$ cat src/rtl/csa_multiword_sequencer.sv
// rtl/csa_multiword_sequencer.sv - wide adder built from one carry_select_adder, one slice per cycle
// Optional subtract mode enabled by defining CSA_SEQ_SUB_EN.

module carry_select_adder #(
  parameter int WIDTH = 32
) (
  input  logic [WIDTH-1:0] a_i,
  input  logic [WIDTH-1:0] b_i,
  input  logic             cin_i,
  output logic [WIDTH-1:0] sum_o,
  output logic             cout_o
);
  localparam int LO = WIDTH / 2;
  localparam int HI = WIDTH - LO;

  logic [LO:0] lo_sum;
  logic [HI:0] hi_sum0;
  logic [HI:0] hi_sum1;

  // Upper half is computed for both carry-in values and picked by the lower half's carry.
  assign lo_sum  = {1'b0, a_i[LO-1:0]} + {1'b0, b_i[LO-1:0]} + {{LO{1'b0}}, cin_i};
  assign hi_sum0 = {1'b0, a_i[WIDTH-1:LO]} + {1'b0, b_i[WIDTH-1:LO]};
  assign hi_sum1 = {1'b0, a_i[WIDTH-1:LO]} + {1'b0, b_i[WIDTH-1:LO]} + {{HI{1'b0}}, 1'b1};

  assign {cout_o, sum_o} = lo_sum[LO] ? {hi_sum1, lo_sum[LO-1:0]}
                                      : {hi_sum0, lo_sum[LO-1:0]};
endmodule

module csa_multiword_sequencer #(
  parameter int WIDTH = 32,
  parameter int WORDS = 4
) (
  input  logic                   clk,
  input  logic                   rst_n,
  input  logic                   in_valid,
  output logic                   in_ready,
  input  logic [WIDTH*WORDS-1:0] in_a,
  input  logic [WIDTH*WORDS-1:0] in_b,
  input  logic                   in_cin,
`ifdef CSA_SEQ_SUB_EN
  input  logic                   in_sub,
`endif
  output logic                   out_valid,
  input  logic                   out_ready,
  output logic [WIDTH*WORDS-1:0] out_sum,
  output logic                   out_cout,
  output logic                   busy
);
  localparam int IDX_W = $clog2(WORDS);
  localparam logic [IDX_W-1:0] LAST_IDX = IDX_W'(WORDS - 1);

  typedef enum logic [1:0] {S_IDLE, S_RUN, S_DONE} state_t;

  state_t                       state_q;
  logic [WORDS-1:0][WIDTH-1:0]  a_q;
  logic [WORDS-1:0][WIDTH-1:0]  b_q;
  logic [WORDS-1:0][WIDTH-1:0]  sum_q;
  logic [IDX_W-1:0]             idx_q;
  logic                         carry_q;
  logic                         sub_q;
  logic                         cout_q;
  logic                         in_ready_q;
  logic                         out_valid_q;
  logic                         busy_q;

  logic [WIDTH-1:0]             slice_b_d;
  logic [WIDTH-1:0]             slice_sum_d;
  logic                         slice_cout_d;
  logic                         sub_d;
  logic                         carry_init_d;

`ifdef CSA_SEQ_SUB_EN
  assign sub_d        = in_sub;
  assign carry_init_d = in_sub ? 1'b1 : in_cin;
`else
  assign sub_d        = 1'b0;
  assign carry_init_d = in_cin;
`endif

  // Subtraction is A + ~B + 1; the +1 comes from the carry seeded at accept.
  assign slice_b_d = b_q[idx_q] ^ {WIDTH{sub_q}};

  carry_select_adder #(.WIDTH(WIDTH)) u_adder (
    .a_i    (a_q[idx_q]),
    .b_i    (slice_b_d),
    .cin_i  (carry_q),
    .sum_o  (slice_sum_d),
    .cout_o (slice_cout_d)
  );

  always_ff @(posedge clk or negedge rst_n) begin
    if (!rst_n) begin
      state_q     <= S_IDLE;
      a_q         <= '0;
      b_q         <= '0;
      sum_q       <= '0;
      idx_q       <= '0;
      carry_q     <= 1'b0;
      sub_q       <= 1'b0;
      cout_q      <= 1'b0;
      in_ready_q  <= 1'b1;
      out_valid_q <= 1'b0;
      busy_q      <= 1'b0;
    end else begin
      case (state_q)
        S_IDLE: begin
          if (in_valid && in_ready_q) begin
            a_q        <= in_a;
            b_q        <= in_b;
            sub_q      <= sub_d;
            carry_q    <= carry_init_d;
            idx_q      <= '0;
            in_ready_q <= 1'b0;
            busy_q     <= 1'b1;
            state_q    <= S_RUN;
          end
        end
        S_RUN: begin
          sum_q[idx_q] <= slice_sum_d;
          carry_q      <= slice_cout_d;
          if (idx_q == LAST_IDX) begin
            cout_q      <= slice_cout_d;
            out_valid_q <= 1'b1;
            state_q     <= S_DONE;
          end else begin
            idx_q <= idx_q + 1'b1;
          end
        end
        S_DONE: begin
          // A request seen in this cycle waits; in_ready only returns after the hand-off edge.
          if (out_ready) begin
            out_valid_q <= 1'b0;
            busy_q      <= 1'b0;
            in_ready_q  <= 1'b1;
            state_q     <= S_IDLE;
          end
        end
        default: state_q <= S_IDLE;
      endcase
    end
  end

  assign in_ready  = in_ready_q;
  assign out_valid = out_valid_q;
  assign out_sum   = sum_q;
  assign out_cout  = cout_q;
  assign busy      = busy_q;
endmodule

$ cat config.mk
export PLATFORM = sky130hd
export DESIGN_NAME = csa_multiword_sequencer
export DESIGN_NICKNAME = d
export VERILOG_FILES = /design/src/rtl/csa_multiword_sequencer.sv
export SDC_FILE = /design/constraint.sdc
export NUM_CORES = 1
export LEC_CHECK = 0
export ABC_AREA = 0
export ABC_CLOCK_PERIOD_IN_PS = 13200
export BUFFER_PORTS_ARGS = -buffer_cell sky130_fd_sc_hd__buf_2
export CAP_MARGIN = 15
export CELL_PAD_IN_SITES_DETAIL_PLACEMENT = 1
export CELL_PAD_IN_SITES_GLOBAL_PLACEMENT = 1
export CORE_ASPECT_RATIO = 2
export CORE_MARGIN = 2
export CORE_UTILIZATION = 40
export CTS_CLUSTER_SIZE = 8
export DETAILED_ROUTE_END_ITERATION = 10
export PLACE_DENSITY = 0.79
export SLEW_MARGIN = 10
export SYNTH_ARGS = -nofsm -noshare
export SYNTH_HDL_FRONTEND = slang
export SYNTH_SLANG_ARGS = --single-unit
$ cat constraint.sdc
create_clock -name clk -period 13.2 [get_ports clk]
set_input_delay 0.66 -clock clk [delete_from_list [all_inputs] [get_ports clk]]
set_output_delay 0.66 -clock clk [all_outputs]
set_load 0.1 [all_outputs]
== After elaboration in Yosys (flattened, before gate mapping) ==
Cells that the tools add are included.
Word-level totals
  register bits after elaboration: 393
  bits of input ports: 261
  output and inout bits: 132
  logic and storage cells: 71
Cells by class
  $add $sub $neg: 5
  $lt $le $gt $ge: 2
  equality and inequality tests: 7
  muxes and demuxes: 25
  reduce and logical (&&, ||, !) cells: 13
Operators by type and width (count)
  32-bit binary-select mux with 2-bit select: 2
  128-bit bitwise mux: 1
  32-bit 2-to-1 mux: 3
  32-bit demux with 2-bit select: 1
  16-bit by 16-bit adder with 17-bit output: 2
  33-bit 2-to-1 mux: 1
  17-bit by 1-bit adder with 17-bit output: 1
  17-bit by 1-bit adder with 17-bit output (second input constant): 1
  3-bit AND reduction: 4
  2-bit 2-to-1 mux: 5
  2-bit != test (second input constant): 4
  1-bit one-hot mux with 2 select lines: 4
  1-bit 2-to-1 mux: 6
  2-bit one-hot mux with 3 select lines: 1
  2-bit AND reduction: 3
  2-bit nonzero test: 3
  2-bit == test (second input constant): 2
  2-bit one-hot mux with 2 select lines: 1
  2-bit by 3-bit < comparator with 1-bit output (second input constant): 1
  2-bit by 1-bit adder with 2-bit output (second input constant): 1
  2-bit by 1-bit == test with 1-bit output (second input constant): 1
  2-bit by 1-bit >= comparator with 1-bit output (second input constant): 1
  1-bit logical AND: 2
  2-bit zero test: 1

== Logic depth before layout (Yosys ltp) ==
Gate-level depths: netlist of the first run.
  word-level depth: 6
  mapped depth: 15
  depth with buffers taken out: 14

== By module ==
A second synthesis of the first run with hierarchy kept.
Unflattened totals
  cell total of the unflattened synthesis: 1721
  area total of the unflattened synthesis: 18456.5 µm²
Modules (own cells, without submodules)
  csa_multiword_sequencer: times used 1, cells an instance 1475, area an instance 16473.3 µm², seq. area each 9835.7 µm²
  carry_select_adder: times used 1, cells an instance 246, area an instance 1983.2 µm², seq. area each 0.0 µm²

== Worst setup path before layout of the first run ==
No wires, ideal clock.
  path type: reg2reg
  start point: register idx_q[0]
  end point: register sum_q (netlist bit out_sum[126])
  library setup time: 0.130 ns
  arrival time: 4.265 ns
  required time: 13.070 ns
  path slack: 8.805 ns
  stages on the path, launching flop included: 15
  buffers on the path: 2
  period minus slack after synthesis: 4.395 ns
  cell sequence: dfrtp_1 buf_1 buf_1 mux4_2 ha_1 fa_1 a21o_1 o2bb2ai_2 o41ai_2 xnor2_1 nand3_2 nor4_4 nand2_1 xor2_1 o21ai_1
On the way
  cells in the longest elaborated chain, start to end: 6
  elaborated cells on any way between the ends: 15
  those cells by class: 4 x add/sub; 2 x order compare; 8 x mux; 1 x reduce/logical
Ends and longest elaborated chain
  from (decl): RTL line 58  | logic [IDX_W-1:0] idx_q;
  from (signal assigned): RTL line 126  | idx_q <= idx_q + 1'b1;
  32-bit binary-select mux with 2-bit select (on tied branches): RTL line 84, 81
  32-bit 2-to-1 mux (on tied branches): RTL line 84, 81
  16-bit by 16-bit adder with 17-bit output (on tied branches): RTL line 22, 23, 21
  17-bit by 1-bit adder with 17-bit output (on tied branches): RTL line 23, 21
  33-bit 2-to-1 mux: RTL line 25  | assign {cout_o, sum_o} = lo_sum[LO] ? {hi_sum1, lo_sum[LO-1:0]}
  128-bit bitwise mux (*): RTL line 119  | sum_q[idx_q] <= slice_sum_d;
  to (signal, indexed assignment): RTL line 119
  to (decl): RTL line 57  | logic [WORDS-1:0][WIDTH-1:0] sum_q;
Mark *: on every way between the ends. The rest lies on a longest branch, timed or not. The select of a mux whose other input is x is not followed.
A chain may end at the register's enable or synchronous reset.

== Worst setup path after layout of the first run ==
Same ends and word-level chain as after synthesis.

==> results of run 1 <==
[worst max-delay path, stage by stage, from the launching register on]
cell and delay [ns]:
dfrtp_4 0.83, buf_4 0.76, mux4_2 0.60, ha_1 0.28
fa_1 0.46, a211oi_1 0.26, o21ai_0 0.18, a211oi_1 0.29
xnor2_1 0.26, nand3_2 0.17, nor4_4 0.32, nand2_1 0.11
xor2_1 0.29, o21ai_1 0.14
[Yosys cell counts (all sizes together), types with 2 or more instances]
cell     number  area (um2)
o31ai         3        22.5
a31oi         3        25.0
xnor2        18         165
a31o          2        17.5
o21bai        2        15.0
ha           36         450
mux2i         2        20.0
nor2         32         125
a211o         2        17.5
o2bb2ai       2        23.8
or3           2        12.5
a21oi        24         124
nand4         6        43.8
mux2          6        67.6
clkbuf       85         319
fa            3        60.1
and3          7        43.8
nand2       923        3460
o2111ai       2        17.5
nor3          6        35.0
o21ai       146         734
nor3b         4        41.3
a211oi        7        57.6
nand2b        6        37.5
mux4         64        1440
nor4          2        27.5
o211ai        3        22.5
xor2         20         175
a21o          5        37.5
o41ai         4        61.3
dfrtp       392        9810
buf          13        53.8
nand3         8        45.0
o21a          4        30.0
inv          15        56.3
nor2b         5        31.3
[registers in the layout, summed over array words and instances, names as in the netlist]
signal,count
carry_q,1
b_q,128
out_valid,1
in_ready,1
busy,1
state_q,2
out_cout,1
idx_q,2
a_q,128
out_sum,128
[per-layer routing]
| metal | track usage (%) | vias to the layer above | share of wire [%] |
|---|---|---|---|
| met2 | 42.9 | 430 | 52 |
| met4 | 10.8 | 0 | 4.5 |
| li1 | - | 6839 | - |
| met1 | 28.6 | 7189 | 40 |
| met5 | 0 | - | 0 |
| met3 | 2.61 | 120 | 3.9 |
[cell usage in the layout, fill, tap and decap left out, types with 6 or more instances in the layout]
cell       netlist  layout
buf_2            1     391
buf_4            1       9
xor2_1          20      20
o21ai_1         19      19
nand2b_1         6       6
a21oi_1         23      23
and3_1           7       7
clkbuf_16        0      56
dfrtp_1        392     390
mux2_2           6       6
nand3_1          7       7
inv_1           15      15
clkbuf_1        85      15
ha_1            36      36
nor2_1          30      30
xnor2_1         17      17
mux4_2          64      64
nand2_1        923     919
a211oi_1         6       6
o21ai_0        126     126
[kinds of logic after synthesis]
logic type | count (synthesis) | share of synthesized area [%]
AO/OA/AOI/OAI | 213 | 6.94
XOR/XNOR | 38 | 1.91
buffers and inverters | 113 | 2.40
AND/OR/NAND/NOR | 1007 | 22.3
multiplexers | 72 | 8.56
flip-flops | 393 | 55.1
adder cells (fa/ha/maj) | 39 | 2.86
[path summary, 6_finish.rpt]
check | start | endpoint | slack (ns)
worst min-delay path | rst_n | b_q[56] | 0.16
max in group asynchronous | rst_n | out_sum[106] | 10.63
min in group clk | in_a[111] | a_q[111] | 0.28
worst max register to register | idx_q[0] | out_sum[126] | 8.04
worst min register to register | a_q[98] | a_q[98] | 0.47
worst max-delay path | idx_q[0] | out_sum[126] | 8.04
[layout make-up]
class	instances	share of cell area [%]
clock buffer	71	6.68
clock inverter	3	0.155
inverter	15	0.258
multi-input combinational	1369	34.9
sequential	393	45.1
tap	555	3.18
timing repair buffer	405	9.78
[metrics by stage]
| step | setup slack, ns | cell area (um2) | hold slack (ns) |
|---|---|---|---|
| 3_3_place_gp | 8.04 | 20300 | 0.452 |
| 5_1_grt | 7.48 | 21800 | 0.240 |
| 2_1_floorplan | 8.81 | 17900 | 0.364 |
| 6_report | 8.04 | 21800 | 0.155 |
| 3_5_place_dp | 7.94 | 20300 | 0.459 |
| 4_1_cts | 7.89 | 21800 | 0.202 |
==> qor.txt, run 1 <==
min-delay worst type = in2async
Port Buffers = 392
Post-Syn Area = 0.0179 mm2
cts hold-fix bufs = 0
Tcrit/Tclk final = 39.1%
NumNets Final = 2,539
clk root buf = clkbuf_16
setup violators final = 0
Main synth FF type = dfrtp_1
DR vias/cell = 5.19
IO Count = 393
worst-margin pin slew = 1.33 ns
maxcap violations = 0
Site Rows = 109
layout cells sized above 1 = 24.8%
Setup crit end kind = flop
initial antenna violation count = 0
Initial Utilization = 40.4%
TNS Setup = 0 ns
Die Width = 153 um
Post-synth EDFFs = 0
H-Tree Depth = 2
Reg area = 0.00984 mm2
placed cell count = 2,735
Synth async-reset ratio = 100%
P&R area growth vs syn = 22.2%
critical path arrival = 5.57 ns
critical path launch point type = flop
final core occ = 49.4%
worst-skew pair later-pin latency = 0.57 ns
Synth Area per Inst = 9.52 um2
Initial DRC Count = 543
Vias = 14,600
R2R depth = 13
routed wire length per instance = 19.8 um
CTS sink count = 393
pins over their slew limit = 0
drt pass-1 iters = 4
RSZ-0062 raised after global routing = no
Die H = 303 um
CTS tree = done
post_cts resized = 0
largest net degree at the start of global routing = 260
GRT overflow = 0
clock-pin slew on the worst setup and hold paths = 0.06 ns
Synth Instances = 1,875
Syn Nets = 2,175
die area = 0.0465 mm2
DPL Wire Length = 40.1 mm
fin cells = 2,811
Core Box Area = 0.0442 mm2
status = complete, no violations
fill count = 5,181
register bit total from synthesis = 393
Worst Skew = 0.0193 ns
DRC viols = 0
Clock Tree Buf Depth = 3
CTS Buf Count = 55
WS Path Type = reg2reg
Fin. Hold Viols = 0
Slew headroom = 11.3%
Detail Route Antenna Nets = 0
WL final = 55.8 mm
Worst Path Max Fanout = 39
Netlist cell types = 64
Setup Buffers After CTS = 0
GP Congestion = 0.840
first-pass GRT wire length = 87.6 mm
min cycle time layout = 5.16 ns
Multi-input gate area = 0.00761 mm2
Overall Global Routing Usage = 23.8%
WP data required = 13.61 ns
sequential share of the synthesized area = 55.1%
Max Fclk = 0.194 GHz
number of diodes = 0
vias in the first global route = 16,200
yosys warns = 0
Power of run 1 is left out: the tool's default activity adds up to more than one toggle a clock period on the data nets, which glitch-free logic cannot reach.
==> run 2, diff against run 1 <==
--- a/config.mk
+++ b/config.mk
@@ -6,17 +6,17 @@
 export NUM_CORES = 1
 export LEC_CHECK = 0
 export ABC_AREA = 0
-export ABC_CLOCK_PERIOD_IN_PS = 13200
+export ABC_CLOCK_PERIOD_IN_PS = 4370
 export BUFFER_PORTS_ARGS = -buffer_cell sky130_fd_sc_hd__buf_2
 export CAP_MARGIN = 15
 export CELL_PAD_IN_SITES_DETAIL_PLACEMENT = 1
 export CELL_PAD_IN_SITES_GLOBAL_PLACEMENT = 1
 export CORE_ASPECT_RATIO = 2
 export CORE_MARGIN = 2
-export CORE_UTILIZATION = 40
+export CORE_UTILIZATION = 37
 export CTS_CLUSTER_SIZE = 8
 export DETAILED_ROUTE_END_ITERATION = 10
-export PLACE_DENSITY = 0.79
+export PLACE_DENSITY = 0.77
 export SLEW_MARGIN = 10
 export SYNTH_ARGS = -nofsm -noshare
 export SYNTH_HDL_FRONTEND = slang
==> constraint.sdc (replaced) <==
create_clock -name clk -period 4.37 [get_ports clk]
set_input_delay 0.2185 -clock clk [delete_from_list [all_inputs] [get_ports clk]]
set_output_delay 0.2185 -clock clk [all_outputs]
set_load 0.1 [all_outputs]
==> run 2 against run 1 <==
  * Non-clock buffer count grew 274
  * Worst setup slack lost 7.8 ns
  * Fmax grew 24%
  * Utilization grew 2.5 points
  * Sequential share of layout area shrank 5.3 points
  * Worst hold slack lost 0.13 ns
  * Final cell count grew 13%
  * Critical endpoint is now out_sum[111]
==> qor.txt, run 2 (synthesis results as in run 1) <==
Seq pwr share = 27.3%
end of the critical path = out_sum[111]
drt pass-1 iters = 7 (+3)
min cycle time layout = 4.16 ns (-0.999 ns)
fill count = 5,426 (+4.7%)
die area = 0.0501 mm2 (+7.9%)
DRC viols = 0 (unchanged)
WL final = 71.6 mm (+28%)
WP data required = 4.80 ns (-8.81 ns)
NumNets Final = 2,813 (+11%)
placed cell count = 2,827 (+3.4%)
Pleak = 12.8 nW
Reg area = 0.00984 mm2 (unchanged)
largest net degree at the start of global routing = 152 (-42%)
Critical-path top delay cell = dfrtp_4
Initial DRC Count = 950 (+75%)
Die H = 315 um (+3.9%)
Internal = 10.8 mW
Site Rows = 113 (+3.7%)
most frequent cells in the layout = nand2_1 (919), buf_2 (391), dfrtp_1 (390), dlygate4sd3_1 (258), o21ai_0 (126)
critical path arrival = 4.59 ns (-0.98 ns)
Initial Utilization = 37.5% (-2.9 points)
Logic pwr share = 55.7%
maxcap violations = 0 (unchanged)
critical hold path startpoint = in_cin
CP bufs+invs = 1 (unchanged)
min-delay worst type = in2reg
Worst Path Max Fanout = 24 (-38%)
critical path launch point type = flop
Clock Tree Buf Depth = 3 (unchanged)
first-pass GRT wire length = 110 mm (+26%)
Fin. Hold Viols = 0 (unchanged)
CP delay by family, top = compound AO/OA/AOI/OAI gates
DPL Wire Length = 44.3 mm (+11%)
vias in the first global route = 19,000 (+18%)
WS Path Type = reg2reg
worst-skew pair later-pin latency = 0.59 ns (+0.02 ns)
Max Fclk = 0.240 GHz (+24%)
pwr/cell area = 907 mW/mm2
most common cell after layout, fill and taps aside = nand2_1
R2R depth = 12 (-1)
CTS sink count = 393 (unchanged)
layout cells sized above 1 = 23.0% (-1.8 points)
pins over their slew limit = 0 (unchanged)
clk root buf = clkbuf_16
initial antenna violation count = 11 (+11)
fin cells = 3,173 (+13%)
GRT overflow = 0 (unchanged)
P&R area growth vs syn = 38.4%
CP cell instances = buf_4 -> mux4_2 -> ha_1 -> nor2b_1 -> o21ai_0 -> a21oi_1 -> nor4_1 -> o41ai_2 -> a211o_1 -> a21oi_1 -> xor2_2 -> o21ai_0
Overall Global Routing Usage = 28.5% (+4.7 points)
crit path from = idx_q[1]
Sw Pwr = 11.6 mW
Vias = 16,700 (+14%)
routed wire length per instance = 22.6 um (+14%)
reg2reg end = out_sum[111]
Worst Skew = 0.0281 ns (+0.00888 ns)
Die Width = 159 um (+3.9%)
worst-margin pin slew = 1.21 ns (-0.120 ns)
Crit path largest cell delay = 0.66 ns (-0.17 ns)
Setup crit end kind = flop
Detail Route Antenna Nets = 0 (unchanged)
status = complete, no violations
DR vias/cell = 5.26 (+1.4%)
VDD IR max = 0.000605 V
reg2reg setup slack = 0.21 ns (-7.83 ns)
IO Count = 393 (unchanged)
GP Congestion = 0.861 (+2.4%)
Port Buffers = 392 (unchanged)
r2r startpoint = idx_q[1]
CTS tree = done
setup violators final = 0 (unchanged)
Multi-input gate area = 0.00765 mm2 (+0.59%)
Tcrit/Tclk final = 95.2% (+56 points)
Clock Power Share = 17.0%
CP Depth = 12 (-1)
CTS Buf Count = 55 (unchanged)
clock-pin slew on the worst setup and hold paths = 0.06 ns (about the same)
Core Box Area = 0.0476 mm2 (+7.8%)
worst hold slack = 0.0242 ns (-0.131 ns)
Hold Path Depth = 3
sw frac = 51.8%
Slew headroom = 19.3% (+8.0 points)
H-Tree Depth = 2 (unchanged)
## run 2: cell count changes in the layout (fill, tap and decap cells not counted), moves of 2 or more
cell / change
clkbuf_1: -2
inv_6: +2
dlygate4sd3_1: +258
diode_2: +13
xor2_2: +4
buf_12: +7
buf_4: +11
xor2_1: -4
buf_16: -2
## run 2: per-stage QoR
| step | setup slack [ns] | power, mW | area (um2) | util (%) | setup TNS, ns |
|---|---|---|---|---|---|
| global route | -0.0251 | 23.6 | 24700 | 51.9 | -0.0429 |
| detailed placement | 0.155 | 18.1 | 20600 | 43.2 | 0 |
| finish | 0.208 | 22.4 | 24700 | 51.9 | 0 |
| floorplan | 0.124 | 14.6 | 17900 | - | 0 |
| CTS | 0.111 | 22.2 | 24600 | 51.6 | 0 |
| global placement | 0.301 | 17.6 | 20600 | 43.2 | 0 |
## run 2: area by class of cell
class,count,area share [%]
clock buffers,68,5.76
flip-flops and latches,393,39.8
repair buffers,679,19.8
diodes,13,0.132
inverters,15,0.228
multi-input cells,1369,31.0
clock inverters,4,0.142
well taps,632,3.20
## run 2: power groups by stage
stage                     clock, mW  sequential [mW]  combinational (mW)
after floorplan                   0             9.44                5.20
after global placement            0             6.03                11.6
after detailed placement          0             6.12                11.9
after CTS                      3.85             6.09                12.2
after global routing           4.01             6.28                13.3
final                          3.81             6.13                12.5
## run 2: tightest hold or removal path: stages
cell,delay (ns)
buf_2,0.08
a21oi_1,0.12
mux2i_1,0.14
## run 2: routing by layer
metal	share of wire [%]	vias to the layer above	GRT usage [%]
met1	37	8360	30.9
met2	53	665	52.5
met5	0	-	0
met3	3.8	261	3.55
li1	-	7402	-
met4	6.9	0	17.5
## run 2: how the worst min path moves through the flow
| stage | endpoint | slack (ns) |
|---|---|---|
| 6_report | carry_q | 0.02 |
| 2_1_floorplan | a_q[0] | -0.08 |
| 5_1_grt | carry_q | 0.03 |
| 3_5_place_dp | b_q[55] | 0.38 |
| 3_3_place_gp | b_q[85] | 0.36 |
| 4_1_cts | carry_q | 0.008 |
## run 2: what timing repair did
item | CTS | global route
endpoints found under the hold margin | 367 | 0
resized for setup | 0 | 6
hold buffers | 258 | 0
buffers inserted | 0 | 3
endpoints found under the setup margin | 0 | 36
Note: power is estimated with default switching activity, not from simulation.
